$ cat config.mk
export PLATFORM = sky130hd
export DESIGN_NAME = mem_bist_ctrl_flat
export DESIGN_NICKNAME = d
export VERILOG_FILES = /design/src/rtl/mem_bist_ctrl_pkg.sv /design/src/rtl/mem_bist_ctrl_if.sv /design/src/rtl/mem_bist_rd_pipe.sv /design/src/rtl/mem_bist_ctrl.sv /design/src/flat_wrapper.sv
export SDC_FILE = /design/constraint.sdc
export NUM_CORES = 1
export LEC_CHECK = 0
export ABC_AREA = 1
export CAP_MARGIN = 25
export CORE_UTILIZATION = 48
export CTS_BUF_LIST = sky130_fd_sc_hd__clkbuf_16
export DETAILED_ROUTE_END_ITERATION = 6
export PLACE_DENSITY_LB_ADDON = 0.3
export SYNTH_ARGS = -nofsm -noshare
export SYNTH_HDL_FRONTEND = slang
export SYNTH_HIERARCHICAL = 1
export SYNTH_SLANG_ARGS = --single-unit
export TNS_END_PERCENT = 50
$ cat constraint.sdc
create_clock -name i_clk -period 1.6 [get_ports i_clk]
set_input_delay 0.4 -clock i_clk [delete_from_list [all_inputs] [get_ports i_clk]]
set_output_delay 0.4 -clock i_clk [all_outputs]
set_load 0.02 [all_outputs]
$ cat src/rtl/mem_bist_ctrl_pkg.sv
// Shared types and build defaults for the March C- BIST controller.
// ADDR_BITS / DATA_BITS macros set the default memory geometry when defined.
`ifndef ADDR_BITS
`define ADDR_BITS 4
`endif
`ifndef DATA_BITS
`define DATA_BITS 4
`endif

package mem_bist_ctrl_pkg;

   localparam int unsigned DEF_ADDR_BITS    = `ADDR_BITS;
   localparam int unsigned DEF_DATA_BITS    = `DATA_BITS;
   localparam int unsigned DEF_RD_LAT       = 0;
   localparam int unsigned DEF_ERR_CNT_BITS = 8;

   // One state per March element, plus bookkeeping states.
   typedef enum logic [2:0] {
      MBIST_IDLE,
      MBIST_W0_UP,
      MBIST_RW1_UP,
      MBIST_RW0_DN,
      MBIST_R0_UP,
      MBIST_DRAIN,
      MBIST_DONE
   } mbist_state_e;

   // A start pulse is only honoured in these states.
   function automatic logic mbist_can_start(input mbist_state_e s);
      return (s == MBIST_IDLE) || (s == MBIST_DONE);
   endfunction

endpackage

$ cat src/rtl/mem_bist_ctrl_if.sv
// Host/memory-side signal bundle for mem_bist_ctrl.
// MEM_BIST_ERR_CAPTURE_EN adds the first-mismatch capture signals.
interface mem_bist_ctrl_if #(
   parameter int unsigned ADDR_BITS    = mem_bist_ctrl_pkg::DEF_ADDR_BITS,
   parameter int unsigned DATA_BITS    = mem_bist_ctrl_pkg::DEF_DATA_BITS,
   parameter int unsigned ERR_CNT_BITS = mem_bist_ctrl_pkg::DEF_ERR_CNT_BITS
);
   logic                    start;
   logic [DATA_BITS-1:0]    pattern;
   logic                    mem_we;
   logic                    mem_shift_en;
   logic [ADDR_BITS-1:0]    mem_addr;
   logic [DATA_BITS-1:0]    mem_wdata;
   logic [DATA_BITS-1:0]    mem_rdata;
   logic                    busy;
   logic                    done;
   logic                    fail;
   logic [ERR_CNT_BITS-1:0] err_count;
`ifdef MEM_BIST_ERR_CAPTURE_EN
   logic [ADDR_BITS-1:0]    err_addr;
   logic [DATA_BITS-1:0]    err_exp;
   logic [DATA_BITS-1:0]    err_act;
`endif

   modport master (
      output start, pattern, mem_rdata,
      input  mem_we, mem_shift_en, mem_addr, mem_wdata, busy, done, fail, err_count
`ifdef MEM_BIST_ERR_CAPTURE_EN
      , err_addr, err_exp, err_act
`endif
   );

   modport slave (
      input  start, pattern, mem_rdata,
      output mem_we, mem_shift_en, mem_addr, mem_wdata, busy, done, fail, err_count
`ifdef MEM_BIST_ERR_CAPTURE_EN
      , err_addr, err_exp, err_act
`endif
   );

endinterface

$ cat src/rtl/mem_bist_rd_pipe.sv
// Delay line of {valid, expected word, address} matching the memory read latency.
// Pure pass-through when RD_LAT is 0.
module mem_bist_rd_pipe #(
   parameter int unsigned RD_LAT    = 0,
   parameter int unsigned ADDR_BITS = 4,
   parameter int unsigned DATA_BITS = 4
) (
   input  logic                 i_clk,
   input  logic                 i_rst,
   input  logic                 i_valid,
   input  logic [DATA_BITS-1:0] i_exp,
   input  logic [ADDR_BITS-1:0] i_addr,
   output logic                 o_valid,
   output logic [DATA_BITS-1:0] o_exp,
   output logic [ADDR_BITS-1:0] o_addr
);

   if (RD_LAT == 0) begin : g_bypass
      logic w_unused_clk;
      assign w_unused_clk = i_clk ^ i_rst;
      assign o_valid      = i_valid;
      assign o_exp        = i_exp;
      assign o_addr       = i_addr;
   end else begin : g_delay
      logic [RD_LAT-1:0]    r_valid;
      logic [DATA_BITS-1:0] r_exp  [RD_LAT];
      logic [ADDR_BITS-1:0] r_addr [RD_LAT];

      // Only the valid bits need reset: stale payload is never compared.
      always_ff @(posedge i_clk) begin
         if (i_rst) begin
            r_valid <= '0;
         end else begin
            r_valid[0] <= i_valid;
            for (int i = 1; i < int'(RD_LAT); i++) begin
               r_valid[i] <= r_valid[i-1];
            end
         end
      end

      always_ff @(posedge i_clk) begin
         r_exp[0]  <= i_exp;
         r_addr[0] <= i_addr;
         for (int i = 1; i < int'(RD_LAT); i++) begin
            r_exp[i]  <= r_exp[i-1];
            r_addr[i] <= r_addr[i-1];
         end
      end

      assign o_valid = r_valid[RD_LAT-1];
      assign o_exp   = r_exp[RD_LAT-1];
      assign o_addr  = r_addr[RD_LAT-1];
   end

endmodule

$ cat src/rtl/mem_bist_ctrl.sv
// March C- BIST sequencer: drives the memory pins, checks read data, reports pass/fail.
// MEM_BIST_ERR_CAPTURE_EN enables first-mismatch capture (err_addr/err_exp/err_act).
module mem_bist_ctrl #(
   parameter int unsigned ADDR_BITS    = mem_bist_ctrl_pkg::DEF_ADDR_BITS,
   parameter int unsigned DATA_BITS    = mem_bist_ctrl_pkg::DEF_DATA_BITS,
   parameter int unsigned RD_LAT       = mem_bist_ctrl_pkg::DEF_RD_LAT,
   parameter int unsigned ERR_CNT_BITS = mem_bist_ctrl_pkg::DEF_ERR_CNT_BITS
) (
   input logic            i_clk,
   input logic            i_rst,
   mem_bist_ctrl_if.slave io_bus
);
   import mem_bist_ctrl_pkg::*;

   localparam logic [1:0] DRAIN_LAST = (RD_LAT == 0) ? 2'd0 : 2'(RD_LAT - 1);

   mbist_state_e            r_state;
   logic [ADDR_BITS-1:0]    r_addr;
   logic                    r_phase;
   logic [1:0]              r_drain;
   logic [DATA_BITS-1:0]    r_pat;
   logic                    r_we;
   logic [DATA_BITS-1:0]    r_wdata;
   logic                    r_busy;
   logic                    r_done;
   logic                    r_rd_valid;
   logic [DATA_BITS-1:0]    r_rd_exp;
   logic                    r_fail;
   logic [ERR_CNT_BITS-1:0] r_err_cnt;

   logic                    w_last;
   logic                    w_first;
   logic                    w_start_acc;
   logic                    w_pipe_valid;
   logic [DATA_BITS-1:0]    w_pipe_exp;
   logic [ADDR_BITS-1:0]    w_pipe_addr;
   logic                    w_mismatch;

   assign w_last      = (r_addr == '1);
   assign w_first     = (r_addr == '0);
   assign w_start_acc = io_bus.start && mbist_can_start(r_state);

   // Outputs are registered for the cycle being entered, so r_state always names the
   // element whose operation is currently on the memory pins.
   always_ff @(posedge i_clk) begin
      if (i_rst) begin
         r_state    <= MBIST_IDLE;
         r_addr     <= '0;
         r_phase    <= 1'b0;
         r_drain    <= '0;
         r_pat      <= '0;
         r_we       <= 1'b0;
         r_wdata    <= '0;
         r_busy     <= 1'b0;
         r_done     <= 1'b0;
         r_rd_valid <= 1'b0;
         r_rd_exp   <= '0;
      end else begin
         r_we       <= 1'b0;
         r_rd_valid <= 1'b0;
         unique case (r_state)
            MBIST_IDLE, MBIST_DONE: begin
               if (io_bus.start) begin
                  r_state <= MBIST_W0_UP;
                  r_addr  <= '0;
                  r_pat   <= io_bus.pattern;
                  r_we    <= 1'b1;
                  r_wdata <= io_bus.pattern;
                  r_busy  <= 1'b1;
                  r_done  <= 1'b0;
               end
            end
            MBIST_W0_UP: begin
               r_addr <= r_addr + 1'b1;
               if (w_last) begin
                  r_state    <= MBIST_RW1_UP;
                  r_phase    <= 1'b0;
                  r_rd_valid <= 1'b1;
                  r_rd_exp   <= r_pat;
               end else begin
                  r_we    <= 1'b1;
                  r_wdata <= r_pat;
               end
            end
            MBIST_RW1_UP: begin
               if (!r_phase) begin
                  r_phase <= 1'b1;
                  r_we    <= 1'b1;
                  r_wdata <= ~r_pat;
               end else begin
                  r_phase    <= 1'b0;
                  r_rd_valid <= 1'b1;
                  if (w_last) begin
                     // Descending element starts where this one ended.
                     r_state  <= MBIST_RW0_DN;
                     r_rd_exp <= ~r_pat;
                  end else begin
                     r_addr   <= r_addr + 1'b1;
                     r_rd_exp <= r_pat;
                  end
               end
            end
            MBIST_RW0_DN: begin
               if (!r_phase) begin
                  r_phase <= 1'b1;
                  r_we    <= 1'b1;
                  r_wdata <= r_pat;
               end else begin
                  r_phase    <= 1'b0;
                  r_rd_valid <= 1'b1;
                  if (w_first) begin
                     r_state  <= MBIST_R0_UP;
                     r_rd_exp <= r_pat;
                  end else begin
                     r_addr   <= r_addr - 1'b1;
                     r_rd_exp <= ~r_pat;
                  end
               end
            end
            MBIST_R0_UP: begin
               r_addr <= r_addr + 1'b1;
               if (!w_last) begin
                  r_rd_valid <= 1'b1;
                  r_rd_exp   <= r_pat;
               end else if (RD_LAT == 0) begin
                  r_state <= MBIST_DONE;
                  r_busy  <= 1'b0;
                  r_done  <= 1'b1;
               end else begin
                  r_state <= MBIST_DRAIN;
                  r_drain <= '0;
               end
            end
            MBIST_DRAIN: begin
               if (r_drain == DRAIN_LAST) begin
                  r_state <= MBIST_DONE;
                  r_busy  <= 1'b0;
                  r_done  <= 1'b1;
               end else begin
                  r_drain <= r_drain + 1'b1;
               end
            end
            default: r_state <= MBIST_IDLE;
         endcase
      end
   end

   mem_bist_rd_pipe #(
      .RD_LAT    (RD_LAT),
      .ADDR_BITS (ADDR_BITS),
      .DATA_BITS (DATA_BITS)
   ) u_rd_pipe (
      .i_clk   (i_clk),
      .i_rst   (i_rst),
      .i_valid (r_rd_valid),
      .i_exp   (r_rd_exp),
      .i_addr  (r_addr),
      .o_valid (w_pipe_valid),
      .o_exp   (w_pipe_exp),
      .o_addr  (w_pipe_addr)
   );

   assign w_mismatch = w_pipe_valid && (w_pipe_exp != io_bus.mem_rdata);

   always_ff @(posedge i_clk) begin
      if (i_rst || w_start_acc) begin
         r_fail    <= 1'b0;
         r_err_cnt <= '0;
      end else if (w_mismatch) begin
         r_fail <= 1'b1;
         if (r_err_cnt != '1) begin
            r_err_cnt <= r_err_cnt + 1'b1;
         end
      end
   end

`ifdef MEM_BIST_ERR_CAPTURE_EN
   logic [ADDR_BITS-1:0] r_err_addr;
   logic [DATA_BITS-1:0] r_err_exp;
   logic [DATA_BITS-1:0] r_err_act;

   // r_fail still low means this is the first mismatch of the run.
   always_ff @(posedge i_clk) begin
      if (i_rst || w_start_acc) begin
         r_err_addr <= '0;
         r_err_exp  <= '0;
         r_err_act  <= '0;
      end else if (w_mismatch && !r_fail) begin
         r_err_addr <= w_pipe_addr;
         r_err_exp  <= w_pipe_exp;
         r_err_act  <= io_bus.mem_rdata;
      end
   end

   assign io_bus.err_addr = r_err_addr;
   assign io_bus.err_exp  = r_err_exp;
   assign io_bus.err_act  = r_err_act;
`else
   logic w_unused_addr;
   assign w_unused_addr = ^w_pipe_addr;
`endif

   assign io_bus.mem_we       = r_we;
   assign io_bus.mem_shift_en = 1'b0;
   assign io_bus.mem_addr     = r_addr;
   assign io_bus.mem_wdata    = r_wdata;
   assign io_bus.busy         = r_busy;
   assign io_bus.done         = r_done;
   assign io_bus.fail         = r_fail;
   assign io_bus.err_count    = r_err_cnt;

endmodule

$ cat src/flat_wrapper.sv
// flat-port wrapper written by rule: the top's interface ports become plain ports
module mem_bist_ctrl_flat import mem_bist_ctrl_pkg::*;
#(
   parameter int unsigned ADDR_BITS    = mem_bist_ctrl_pkg::DEF_ADDR_BITS,
   parameter int unsigned DATA_BITS    = mem_bist_ctrl_pkg::DEF_DATA_BITS,
   parameter int unsigned RD_LAT       = mem_bist_ctrl_pkg::DEF_RD_LAT,
   parameter int unsigned ERR_CNT_BITS = mem_bist_ctrl_pkg::DEF_ERR_CNT_BITS
)
  (i_clk, i_rst, io_bus_start, io_bus_pattern, io_bus_mem_rdata, io_bus_mem_we, io_bus_mem_shift_en, io_bus_mem_addr, io_bus_mem_wdata, io_bus_busy, io_bus_done, io_bus_fail, io_bus_err_count);
  mem_bist_ctrl_if #(.ADDR_BITS(ADDR_BITS), .DATA_BITS(DATA_BITS), .ERR_CNT_BITS(ERR_CNT_BITS)) io_bus_i ();
  input logic i_clk;
  input logic i_rst;
  input wire logic [$bits(io_bus_i.start)-1:0] io_bus_start;
  input wire logic [$bits(io_bus_i.pattern)-1:0] io_bus_pattern;
  input wire logic [$bits(io_bus_i.mem_rdata)-1:0] io_bus_mem_rdata;
  output wire logic [$bits(io_bus_i.mem_we)-1:0] io_bus_mem_we;
  output wire logic [$bits(io_bus_i.mem_shift_en)-1:0] io_bus_mem_shift_en;
  output wire logic [$bits(io_bus_i.mem_addr)-1:0] io_bus_mem_addr;
  output wire logic [$bits(io_bus_i.mem_wdata)-1:0] io_bus_mem_wdata;
  output wire logic [$bits(io_bus_i.busy)-1:0] io_bus_busy;
  output wire logic [$bits(io_bus_i.done)-1:0] io_bus_done;
  output wire logic [$bits(io_bus_i.fail)-1:0] io_bus_fail;
  output wire logic [$bits(io_bus_i.err_count)-1:0] io_bus_err_count;
  assign io_bus_i.start = io_bus_start;
  assign io_bus_i.pattern = io_bus_pattern;
  assign io_bus_i.mem_rdata = io_bus_mem_rdata;
  assign io_bus_mem_we = io_bus_i.mem_we;
  assign io_bus_mem_shift_en = io_bus_i.mem_shift_en;
  assign io_bus_mem_addr = io_bus_i.mem_addr;
  assign io_bus_mem_wdata = io_bus_i.mem_wdata;
  assign io_bus_busy = io_bus_i.busy;
  assign io_bus_done = io_bus_i.done;
  assign io_bus_fail = io_bus_i.fail;
  assign io_bus_err_count = io_bus_i.err_count;
  mem_bist_ctrl #(.ADDR_BITS(ADDR_BITS), .DATA_BITS(DATA_BITS), .RD_LAT(RD_LAT), .ERR_CNT_BITS(ERR_CNT_BITS)) u_core (.i_clk(i_clk), .i_rst(i_rst), .io_bus(io_bus_i));
endmodule
==> results of run 1 <==
worst paths after layout:
path	from	to	slack (ns)	depth (start not counted)
max	u_core/r_state[1]$_SDFFE_PP0P_	u_core/io_bus.mem_addr[2]$_SDFFE_PP0P_	0.008	10
min	u_core/io_bus.fail$_SDFFE_PP0P_	u_core/io_bus.fail$_SDFFE_PP0P_	0.46	2
max reg2reg	u_core/r_state[1]$_SDFFE_PP0P_	u_core/io_bus.mem_addr[2]$_SDFFE_PP0P_	0.008	10
min reg2reg	u_core/io_bus.fail$_SDFFE_PP0P_	u_core/io_bus.fail$_SDFFE_PP0P_	0.46	2
report_power, final:
group,switching (W),internal (W)
clock,0.000340,0.000886
combinational,0.00152,0.00108
sequential,0.000193,0.00114
total,0.00205,0.00311
metrics by stage:
stage          hold slack, ns  instances
2_1_floorplan           0.433        260
3_3_place_gp            0.443        353
3_5_place_dp            0.448        353
4_1_cts                 0.468        362
5_1_grt                 0.498        367
6_report                0.459        367
area by class of cell:
type	count	area [um^2]	share of cell area [%]
multi-input combinational	184	1100	40.6
sequential	35	724	26.6
timing repair buffer	60	515	19.0
clock buffer	5	125	4.60
inverter	32	125	4.60
clock inverter	3	63.8	2.35
tap	48	60.1	2.21
flip-flops by register name, indices dropped and copies added (netlist names), 2 cells and up:
signal                   count
u_core/io_bus.err_count      8
u_core/io_bus.mem_addr       4
u_core/io_bus.mem_wdata      4
u_core/r_pat                 4
u_core/r_rd_exp              4
u_core/r_state               3
u_core/r_drain               2
placed cells by master, fill, tap and decap left out, types with 2 or more instances in the layout:
master           count
inv_2                4
bufinv_16            2
dlymetal6s2s_1       4
nand4_1              4
dfxtp_2              4
nor2_4               3
nand3_1             11
xor2_1               7
o21ai_1              6
o21ai_0             14
a21oi_1             24
nand2_1             49
nand2_2              8
a41oi_1              4
a21oi_2              3
a31oi_1              2
nand3_2              2
inv_1               27
xnor2_1              5
nor3_1               2
nor2_2               4
dlygate4sd2_1       16
clkbuf_16            5
inv_4                2
dfxtp_4              5
buf_4               30
nand3_4              3
nor2_1              16
clkdlybuf4s50_1     10
o211ai_4             2
dfxtp_1             26
nand2_4              3
ha_1                 3
metal layers:
| metal | vias up | GRT usage, % | wire length [um] |
|---|---|---|---|
| li1 | 971 | - | - |
| met3 | 9 | 5.11 | 313 |
| met4 | 0 | 8.61 | 95 |
| met2 | 73 | 37.6 | 2480 |
| met1 | 892 | 28.6 | 2080 |
| met5 | - | 0 | 0 |
worst min-delay path, delay by kind of cell (launching register included):
family,cells,cell delay (ns)
and+or+nand+nor,2,0.10
DFF,1,0.32
what timing repair did:
action / 4_1_cts / 5_1_grt
gates resized for setup: 19 / 40
pin swaps: 1 / 9
setup buffers: 1 / 5
hold buffers: 0 / 0
setup endpoints to repair: 21 / 31
==> impl_metrics.toml, run 1 <==
[status]
status = "finished, final reports clean"

[floorplanning]
rows = 22
start_util_pct = 50.7
core-area_um2 = 3720
die_x_um = 64.7
die_area_um2 = 4180
pin_count = 32
die_height_um = 64.7

[pwr]
p_per_area_nw_per_um2 = 1900
leakage_nw = 1.25
peakVddDrop_uv = 1270
p_total_w = 0.00516

[route]
wl_um = 4970
via_per_inst = 5.30
drc = 0
ant_nets = 0
vias = 1945
first_pass_iters = 4
wl_per_cell_um = 13.5
dr.first_iter.drc_count = 117

[clock_tree]
clockBufferDepth = 2
clock_sinks = 35
h-tree-depth = 2
cts_buffers = 5
clkTransAtPathRegs_ns = 0.05
cts-root-buf = "clkbuf_16"
cts_tree = "yes"
clock_latency_ns = 0.28

[hold_path]
hp-class = "register to register"

[timing]
fin_tns_setup_ns = 0
hold_viol_final = 0
skew_ns = 0.00451
worst_slack_ns = 0.00752
rsz0062_at_grt = "yes"
slew_violations = 0
clock.fmax_ghz = 0.628
finalCritPeriodShare_pct = 99.5
min_period_ns = 1.59
setup_viol = 0

[setup_path]
path_class = "register to register"
worst_path_largest_cell_delay_ns = 0.39
crit_required_ns = 1.80
worstPathCellList = "inv_2, nand3_4, nand4_1, nand2_2, inv_1, ha_1, a21oi_2, xor2_1, nand2_1, a21oi_2"
critPathMostFrequentCell = "a21oi_2"
cp_num_buf_inv = 2
endpoint_kind = "register"
crit_fanout = 4
crit_arrival_ns = 1.80
critPathSlowestCell = "dfxtp_4"
crit_family = "simple AND/OR/NAND/NOR gates"
startpoint_type = "register"

[place]
dp_hpwl_um = 3150
pre_cts_ws_ns = -0.211
portBuffers = 30
gp_congestion = 0.887
place_area_um2 = 2370

[finish]
synthToLayoutAreaGrowth_pct = 44.2
nets = 332
nFillCells = 281
num_antenna_cells = 0
utilization_pct = 73.2
fin_area_um2 = 2720
drive_gt1_share_pct = 26.6

[global_route]
grt_pass1_vias = 1717
antenna_found_initial = 0
grt_pass1_wl_um = 7410
grt_overflow = 0
track_usage_pct = 22.7
grt_max_degree = 13

[synthesis]
synth_cells = 260
yosys_warnings = 6
synth.cell_area_um2 = 1890
synth.avg_cell_area_um2 = 7.25
synth_fp_nets = 274

[flow_run]
drv_cap = 0
No activity file was read; power rests on OpenSTA's default activity.
==> inputs of run 2 (changes only) <==
CORE_ASPECT_RATIO = 1.4   (was default)
CORE_UTILIZATION = 50   (was 48)
DONT_BUFFER_PORTS = 1   (was default)
GPL_ROUTABILITY_DRIVEN = 0   (was default)
==> impl_metrics.toml, run 2 (synthesized netlist as in run 1, its figures left out) <==
[route]
dr.first_iter.drc_count = 40
wl_per_cell_um = 13.9
drc = 0
ant_nets = 0
first_pass_iters = 4
vias = 1742
via_per_inst = 5.38
wl_um = 4500

[global_route]
track_usage_pct = 23.8
grt_pass1_vias = 1714
grt_overflow = 0
grt_max_degree = 19
antenna_found_initial = 0
grt_pass1_wl_um = 6830

[place]
portBuffers = 0
dp_hpwl_um = 3240
placed_cells = 315

[finish]
nets = 295
nFillCells = 345
final_cells = 324
largest_reg_flops = 8
final_common_cell = "nand2_1"
num_antenna_cells = 0
synthToLayoutAreaGrowth_pct = 23.5
drive_gt1_share_pct = 24.8
layout_common_cells = "51 x nand2_1, 30 x dfxtp_1, 26 x inv_1, 26 x a21oi_1, 23 x buf_4"

[clock_tree]
cts_tree = "yes"
clock_latency_ns = 0.28
clockBufferDepth = 2
h-tree-depth = 2
clkTransAtPathRegs_ns = 0.05
cts-root-buf = "clkbuf_16"
cts_buffers = 5
clock_sinks = 35

[timing]
slew_violations = 0
worst_slew_pin_slew_ns = 0.502
skew_ns = 0.00693
rsz0062_at_grt = "yes"
hold_viol_final = 0
maxSlewHeadroom_pct = 66.5
min_period_ns = 1.57
clock.fmax_ghz = 0.636
whs_ns = 0.181
finalCritPeriodShare_pct = 98.3
setup_viol = 0

[floorplanning]
pin_count = 32
core-area_um2 = 3640
die_area_um2 = 4020
die_x_um = 53.9
die_height_um = 74.7
start_util_pct = 51.8
rows = 26

[setup_path]
path_class = "register to register"
crit_fanout = 5
crit_arrival_ns = 1.79
endpoint_kind = "register"
reg2reg_slack_ns = 0.03
startpoint_type = "register"
worstPathCellList = "nor2_4, nand2_2, nand3_2, nand2_1, nand2_1, inv_1, ha_1, a21oi_2, xor2_1, nand2_1, a21oi_1"
worst_path_largest_cell_delay_ns = 0.38
critPathSlowestCell = "dfxtp_4"
critPathMostFrequentCell = "nand2_1"
crit_required_ns = 1.81

[pwr]
peakVddDrop_uv = 1490
p_total_w = 0.00475
p_per_area_nw_per_um2 = 2040
leakage_nw = 0.964

[hold_path]
hp-class = "input pin to register"

[status]
status = "finished, final reports clean"

[flow_run]
drv_cap = 0
[run 2: area by class of cell]
cell class / count / area (um^2) / share of cell area (%)
clock buffer: 5 / 125 / 5.37
clock inverter: 3 / 63.8 / 2.74
inverter: 32 / 133 / 5.70
multi-input combinational: 184 / 1070 / 45.9
sequential: 35 / 712 / 30.6
tap: 42 / 52.6 / 2.26
timing repair buffer: 23 / 173 / 7.42
[run 2: stage by stage]
stage                     cell area (um^2)  setup WS (ns)  util (%)   TNS, ns
after CTS                             2260       -0.00192      62.0  -0.00192
final                                 2330         0.0266      63.9         0
after global routing                  2330        -0.0865      63.9    -0.188
after global placement                2050         0.0352      56.2         0
after detailed placement              2050        -0.0193      56.2   -0.0201
after floorplan                       1890         0.0202         -         0
[run 2: repair_timing]
action | 4_1_cts | 5_1_grt
cloned | 0 | 0
endpoints found under the setup margin | 5 | 23
resized for setup | 7 | 22
setup buffers | 1 | 0
hold buffers | 0 | 0
pin swaps | 1 | 2
[run 2: per-layer routing]
| layer | track usage [%] | wire, um | part of all wire (%) |
|---|---|---|---|
| met5 | 0 | 0 | 0 |
| met4 | 15.8 | 137 | 3.0 |
| met3 | 5.86 | 233 | 5.2 |
| met2 | 42.9 | 2470 | 55 |
| met1 | 22.9 | 1670 | 37 |
[run 2: critical path: cells and delay by family, from the launching register on]
| family | cells | cell delay (ns) |
|---|---|---|
| simple gates | 6 | 0.49 |
| flops | 1 | 0.38 |
| compound gates | 2 | 0.24 |
| fa+ha+maj | 1 | 0.19 |
| xor+xnor | 1 | 0.15 |
| buf+inv | 1 | 0.05 |
[run 2: worst paths after layout]
check	startpoint	endpoint	depth (start not counted)
max	u_core/r_state[0]$_SDFFE_PP0P_	u_core/io_bus.mem_addr[2]$_SDFFE_PP0P_	11
min reg2reg	u_core/r_drain[1]$_SDFFE_PP0N_	u_core/r_drain[1]$_SDFFE_PP0N_	2
min	i_rst	u_core/r_state[0]$_SDFFE_PP0P_	1
max reg2reg	u_core/r_state[0]$_SDFFE_PP0P_	u_core/io_bus.mem_addr[2]$_SDFFE_PP0P_	11
[run 2: power breakdown]
group / switching [W] / internal (W)
clock network: 0.000350 / 0.000886
logic: 0.00129 / 0.000813
registers: 0.000289 / 0.00112
